<file path="config.mk">
export PLATFORM = sky130hd
export DESIGN_NAME = hilo_muldiv_unit
export DESIGN_NICKNAME = d
export VERILOG_FILES = /design/src/rtl/hilo_muldiv_unit.sv
export SDC_FILE = /design/constraint.sdc
export NUM_CORES = 1
export LEC_CHECK = 0
export CAP_MARGIN = 30
export CORE_UTILIZATION = 40
export DETAILED_ROUTE_END_ITERATION = 8
export PLACE_DENSITY = 0.69
export SETUP_SLACK_MARGIN = 0.02
export SLEW_MARGIN = 20
export SYNTH_ARGS = -nofsm -noshare
export SYNTH_HDL_FRONTEND = slang
export SYNTH_SLANG_ARGS = --single-unit
</file>
<file path="constraint.sdc">
create_clock -name Clk -period 4.5 [get_ports Clk]
set_clock_uncertainty 0.1 [all_clocks]
set_input_delay 1.35 -clock Clk [delete_from_list [all_inputs] [get_ports Clk]]
set_output_delay 1.35 -clock Clk [all_outputs]
set_load 0.05 [all_outputs]
</file>
<file path="src/rtl/hilo_muldiv_unit.sv">
// Iterative multiply/divide unit owning the HI/LO register pair.
// MULT/MULTU use shift-add, DIV/DIVU use restoring division; WIDTH iterations
// plus one sign-fix cycle. MTHI/MTLO write HI/LO directly from A when idle.
module hilo_muldiv_unit #(
    parameter int unsigned WIDTH = 32,
    parameter int unsigned CNT_W = 6
) (
    input  logic             Clk,
    input  logic             Rst,
    input  logic             Start,
    input  logic [2:0]       Op,
    input  logic [WIDTH-1:0] A,
    input  logic [WIDTH-1:0] B,
    input  logic             Abort,
    output logic             Busy,
    output logic             Done,
    output logic [WIDTH-1:0] Hi,
    output logic [WIDTH-1:0] Lo,
    output logic             DivZero
);

    typedef enum logic [1:0] {StIdle, StRun, StFix} state_e;

    localparam logic [CNT_W-1:0] LastIter = CNT_W'(WIDTH - 1);

    state_e             state_q, state_d;
    logic [CNT_W-1:0]   cnt_q, cnt_d;
    logic [2*WIDTH-1:0] acc_q, acc_d;      // mul: {partial, multiplier}; div: {rem, quot}
    logic [WIDTH-1:0]   opnd_q, opnd_d;    // multiplicand or divisor magnitude
    logic               is_div_q, is_div_d;
    logic               neg_q, neg_d;      // sA ^ sB
    logic               sa_q, sa_d;        // remainder takes the dividend sign
    logic               dz_q, dz_d;        // this divide has a zero divisor
    logic [WIDTH-1:0]   hi_q, hi_d;
    logic [WIDTH-1:0]   lo_q, lo_d;
    logic               done_q, done_d;
    logic               divzero_q, divzero_d;

    // Iteration datapath shared by RUN
    logic [WIDTH:0]     mul_sum;
    logic [2*WIDTH-1:0] mul_next;
    logic [WIDTH:0]     div_shift;
    logic [WIDTH:0]     div_diff;
    logic               div_ge;
    logic [2*WIDTH-1:0] div_next;
    logic [2*WIDTH-1:0] prod_fix;
    logic [WIDTH-1:0]   quot_fix;
    logic [WIDTH-1:0]   rem_fix;

    // One shift-add step and one restoring-divide step, plus sign-corrected results
    always_comb begin
        mul_sum   = {1'b0, acc_q[2*WIDTH-1:WIDTH]} + {1'b0, opnd_q};
        mul_next  = acc_q[0] ? {mul_sum, acc_q[WIDTH-1:1]} : {1'b0, acc_q[2*WIDTH-1:1]};
        div_shift = {acc_q[2*WIDTH-1:WIDTH], acc_q[WIDTH-1]};
        div_ge    = div_shift >= {1'b0, opnd_q};
        div_diff  = div_shift - {1'b0, opnd_q};
        div_next  = div_ge ? {div_diff[WIDTH-1:0], acc_q[WIDTH-2:0], 1'b1}
                           : {div_shift[WIDTH-1:0], acc_q[WIDTH-2:0], 1'b0};
        prod_fix  = neg_q ? -acc_q : acc_q;
        // Zero divisor: quotient is all ones unsigned, remainder reproduces raw A
        quot_fix  = dz_q ? {WIDTH{1'b1}}
                         : (neg_q ? -acc_q[WIDTH-1:0] : acc_q[WIDTH-1:0]);
        rem_fix   = sa_q ? -acc_q[2*WIDTH-1:WIDTH] : acc_q[2*WIDTH-1:WIDTH];
    end

    // Next-state and register updates for the IDLE/RUN/FIX sequencer
    always_comb begin
        logic is_signed;
        logic a_neg;
        logic b_neg;
        logic [WIDTH-1:0] a_mag;
        logic [WIDTH-1:0] b_mag;

        state_d   = state_q;
        cnt_d     = cnt_q;
        acc_d     = acc_q;
        opnd_d    = opnd_q;
        is_div_d  = is_div_q;
        neg_d     = neg_q;
        sa_d      = sa_q;
        dz_d      = dz_q;
        hi_d      = hi_q;
        lo_d      = lo_q;
        done_d    = 1'b0;
        divzero_d = divzero_q;

        is_signed = ~Op[0];
        a_neg     = is_signed & A[WIDTH-1];
        b_neg     = is_signed & B[WIDTH-1];
        a_mag     = a_neg ? -A : A;
        b_mag     = b_neg ? -B : B;

        unique case (state_q)
            StIdle: begin
                if (Start) begin
                    if (Op == 3'b100) begin
                        hi_d = A;
                    end else if (Op == 3'b101) begin
                        lo_d = A;
                    end else if (!Op[2]) begin
                        is_div_d = Op[1];
                        neg_d    = a_neg ^ b_neg;
                        sa_d     = a_neg;
                        dz_d     = Op[1] && (B == '0);
                        cnt_d    = '0;
                        state_d  = StRun;
                        if (Op[1]) begin
                            acc_d  = {{WIDTH{1'b0}}, a_mag};
                            opnd_d = b_mag;
                            if (B == '0) begin
                                divzero_d = 1'b1;
                            end
                        end else begin
                            acc_d  = {{WIDTH{1'b0}}, b_mag};
                            opnd_d = a_mag;
                        end
                    end
                end
            end
            StRun: begin
                if (Abort) begin
                    state_d = StIdle;
                end else begin
                    acc_d = is_div_q ? div_next : mul_next;
                    cnt_d = cnt_q + 1'b1;
                    if (cnt_q == LastIter) begin
                        state_d = StFix;
                    end
                end
            end
            StFix: begin
                state_d = StIdle;
                if (!Abort) begin
                    done_d = 1'b1;
                    if (is_div_q) begin
                        lo_d = quot_fix;
                        hi_d = rem_fix;
                    end else begin
                        {hi_d, lo_d} = prod_fix;
                    end
                end
            end
            default: state_d = StIdle;
        endcase
    end

    // State register with asynchronous active-low reset
    always_ff @(posedge Clk or negedge Rst) begin
        if (!Rst) begin
            state_q   <= StIdle;
            cnt_q     <= '0;
            acc_q     <= '0;
            opnd_q    <= '0;
            is_div_q  <= 1'b0;
            neg_q     <= 1'b0;
            sa_q      <= 1'b0;
            dz_q      <= 1'b0;
            hi_q      <= '0;
            lo_q      <= '0;
            done_q    <= 1'b0;
            divzero_q <= 1'b0;
        end else begin
            state_q   <= state_d;
            cnt_q     <= cnt_d;
            acc_q     <= acc_d;
            opnd_q    <= opnd_d;
            is_div_q  <= is_div_d;
            neg_q     <= neg_d;
            sa_q      <= sa_d;
            dz_q      <= dz_d;
            hi_q      <= hi_d;
            lo_q      <= lo_d;
            done_q    <= done_d;
            divzero_q <= divzero_d;
        end
    end

    assign Busy    = (state_q != StIdle);
    assign Done    = done_q;
    assign Hi      = hi_q;
    assign Lo      = lo_q;
    assign DivZero = divzero_q;

endmodule

</file>
==> results by group <==
CTS
  – Worst skew pair latency: 0.45 ns
  – Deepest clock path buffer count: 2
  – Root Buffer: clkbuf_16
  – H-tree levels: 4
  – CTS tree: built
  – CTS Buf Count: 17
  – Clock-pin slew on the worst setup and hold paths: 0.07 ns
  – Sink Count: 174

Drt
  – WL met2: 25,200 um
  – Top Metal Used: met4
  – Routed length on met1: 25,000 um
  – ANT nets after route: 0
  – WL/cell: 21.7 um
  – DR pass1 iterations: 7
  – Iter 0 DRT Violations: 1,753
  – Met3 routed WL: 4860 um
  – Routed vias: 16,100
  – Via density per instance: 6.08
  – Remaining DRCs: 0
  – DRT Wirelength: 57,500 um

Layout
  – Most frequent cells in the layout: 262 x nand2_1, 207 x a21oi_1, 203 x o21ai_0
  – Share of post-route cells with drive strength above 1: 7.10%
  – # nets final: 2,270
  – Layout fillers: 3,778
  – Post-layout util: 48.3%
  – Commonest non-fill, non-tap cell in the layout: nand2_1
  – Area growth syn-to-layout: 18.8%

Synth
  – Post-Synth Adder-Cell Area: 5.90%
  – Post-Syn Nets: 2,166
  – Synthesis warning total: 0
  – Synthesized area per cell: 7.57 um2
  – Primary FF master, synth: dfrtp_1
  – Seq/Total Area, Yosys: 28.4%
  – Simple-gate share of the synthesized area: 19.2%
  – Post-synthesis mux area share: 5.11%
  – Yosys cell types: 70
  – Share of the synthesized area in the top cell type: 28.4%
  – Ys async rst share: 100%
  – Largest family of logic cells by synthesized area: compound AO/OA/AOI/OAI gates
  – EDFF count, synth: 0
  – FF+latch count, synth: 174
  – Post-synthesis xor/xnor area fraction: 10.2%
  – Cell count after synthesis: 2,024
  – Synth area leader: dfrtp_1
  – Area fraction in compound gates after synthesis: 26.1%
  – Cell area after synthesis: 15,300 um2
  – Top cells by area, synth: dfrtp_1 28%, a21oi_1 6.8%, o21ai_0 6.7%

Worst setup path
  – Critical path class: in -> reg
  – Worst-path fanout max: 3
  – CP Data Arrival Time: 4.53 ns
  – Setup crit start kind: input port
  – Critical Path RT: 4.70 ns
  – Setup crit end kind: flip-flop

STA
  – RSZ-0062 raised after global routing: no
  – Slew HR: 44.6%
  – Max-slew violations: 0
  – Final setup vio count: 0
  – Final worst slack: 0.169 ns
  – Final Cycle Share: 96.2%
  – Final Hold Fails: 0
  – FMAX: 231 MHz
  – Tightest Pin Transition: 0.831 ns
  – Min Tclk post-route: 4.33 ns

Floorplanning
  – Die area: 39,100 um2
  – Chip height: 198 um
  – Die X: 198 um
  – Starting Density: 40.7%
  – Row cnt: 71
  – Ports: 138
  – Core area: 37,700 um2

Min path
  – Worst hold path type: reg -> reg

GRT
  – Gr usage total: 29.2%
  – Global-route wire length before repair: 86,800 um
  – Initial antenna violation count: 2
  – Number of global-route vias before repair: 14,700
  – Overflow after GRT: 0
  – Largest net degree at the start of global routing: 82

Power
  – Final Total Pwr: 11.6 mW
  – P per Cell Area: 635 nW/um2
  – P_leak: 7.74 nW
  – Peak VDD IR: 0.000367 V

Place
  – Gp weighted congestion: 1.00
  – Input/output buffers: 137
  – Setup slack at placement: -0.108 ns
  – Hpwl dp: 43,200 um

Status
  – Status: completed

Flow run
  – Max Cap Viol: 0
[power breakdown]
group | internal (mW) | switching (mW)
sequential | 2.00 | 0.672
combinational | 2.83 | 4.38
clock | 0.939 | 0.734
total | 5.77 | 5.79
[cell families (layout without fill, tap and decap cells)]
| group | after synthesis | after routing |
|---|---|---|
| AOI/OAI and AO/OA | 663 | 663 |
| xor gates and xnor gates | 178 | 178 |
| adders and majority gates | 71 | 71 |
| buffers and inverters | 202 | 319 |
| DFF | 174 | 174 |
| muxes | 77 | 77 |
| other | 0 | 1 |
| and+or+nand+nor | 659 | 659 |
[flip-flops by register name (all words and copies together), names as in the netlist]
signal,cells
acc_q,64
Hi,32
Lo,32
opnd_q,32
cnt_q,6
state_q,2
DivZero,1
Done,1
dz_q,1
is_div_q,1
neg_q,1
sa_q,1
[metrics by stage]
stage	hold WS [ns]	std cells	area (um2)	TNS, ns
CTS	0.385	2651	18200	0
finish	0.378	2653	18200	0
floorplan	0.339	2024	15300	0
global route	0.398	2653	18200	0
detailed placement	0.369	2619	17500	-0.271
global placement	0.363	2619	17500	-0.203
[synthesized netlist by cell type, types with 5 or more instances]
| cell | instances |
|---|---|
| a211oi_1 | 17 |
| a21o_1 | 37 |
| a21oi_1 | 207 |
| a221o_1 | 9 |
| a22o_1 | 7 |
| a31oi_1 | 21 |
| a32o_1 | 9 |
| and2_1 | 9 |
| and3_1 | 8 |
| buf_1 | 16 |
| clkbuf_1 | 119 |
| dfrtp_1 | 174 |
| ha_1 | 69 |
| inv_1 | 62 |
| mux2_2 | 10 |
| mux2i_1 | 67 |
| nand2_1 | 264 |
| nand2b_1 | 16 |
| nand3_1 | 42 |
| nand4_1 | 9 |
| nor2_1 | 196 |
| nor2b_1 | 14 |
| nor3_1 | 28 |
| nor4_1 | 22 |
| nor4b_1 | 6 |
| o211ai_1 | 23 |
| o21a_1 | 8 |
| o21ai_0 | 204 |
| o21bai_1 | 6 |
| o22ai_1 | 37 |
| o31ai_1 | 28 |
| o41ai_1 | 15 |
| or2_2 | 5 |
| or3_1 | 15 |
| or4_1 | 14 |
| xnor2_1 | 97 |
| xor2_1 | 81 |
[critical path: stages]
cell	delay, ns
clkdlybuf4s50_1	0.46
inv_1	0.12
ha_1	0.20
or4b_2	0.64
nor4_1	0.50
nand3_1	0.15
nand2_1	0.16
o21ai_0	0.22
a21oi_1	0.23
xor2_1	0.21
nor2_1	0.06
a21oi_1	0.14
o21ai_0	0.08
[final cells by class]
cell class / count / area (um2) / area share (%)
Antenna cell: 1 / 2.50 / 0.0138
Clock buffer: 17 / 425 / 2.34
Clock inverter: 15 / 208 / 1.14
Inverter: 63 / 236 / 1.30
Multi-Input combinational cell: 1648 / 10200 / 56.3
Sequential cell: 174 / 4360 / 23.9
Tap cell: 511 / 639 / 3.51
Timing Repair Buffer: 224 / 2090 / 11.5
[path summary, 6_finish.rpt]
| kind | from | to | slack (ns) | cells after the start |
|---|---|---|---|---|
| max in group asynchronous | Rst | opnd_q[4] | 2.56 | 2 |
| setup reg to reg | acc_q[33] | acc_q[63] | 0.26 | 13 |
| hold reg to reg | Hi[10] | Hi[10] | 0.38 | 2 |
| min in group asynchronous | Rst | Lo[29] | 0.84 | 1 |
| hold / removal | Hi[10] | Hi[10] | 0.38 | 2 |
| setup / recovery | A[0] | opnd_q[28] | 0.17 | 13 |
[routing by layer]
layer	up-vias	global-route usage (%)
met5	-	0
met4	0	12.2
met3	133	4.72
met2	861	44.1
met1	7699	41.0
li1	7448	-
[repair_timing]
action | 4_1_cts | 5_1_grt
endpoints found under the hold margin | 0 | 0
setup buffers | 0 | 0
hold buffers | 0 | 0
resized for setup | 0 | 1
endpoints found under the setup margin | 0 | 1
No activity file was read; power rests on OpenSTA's default activity.
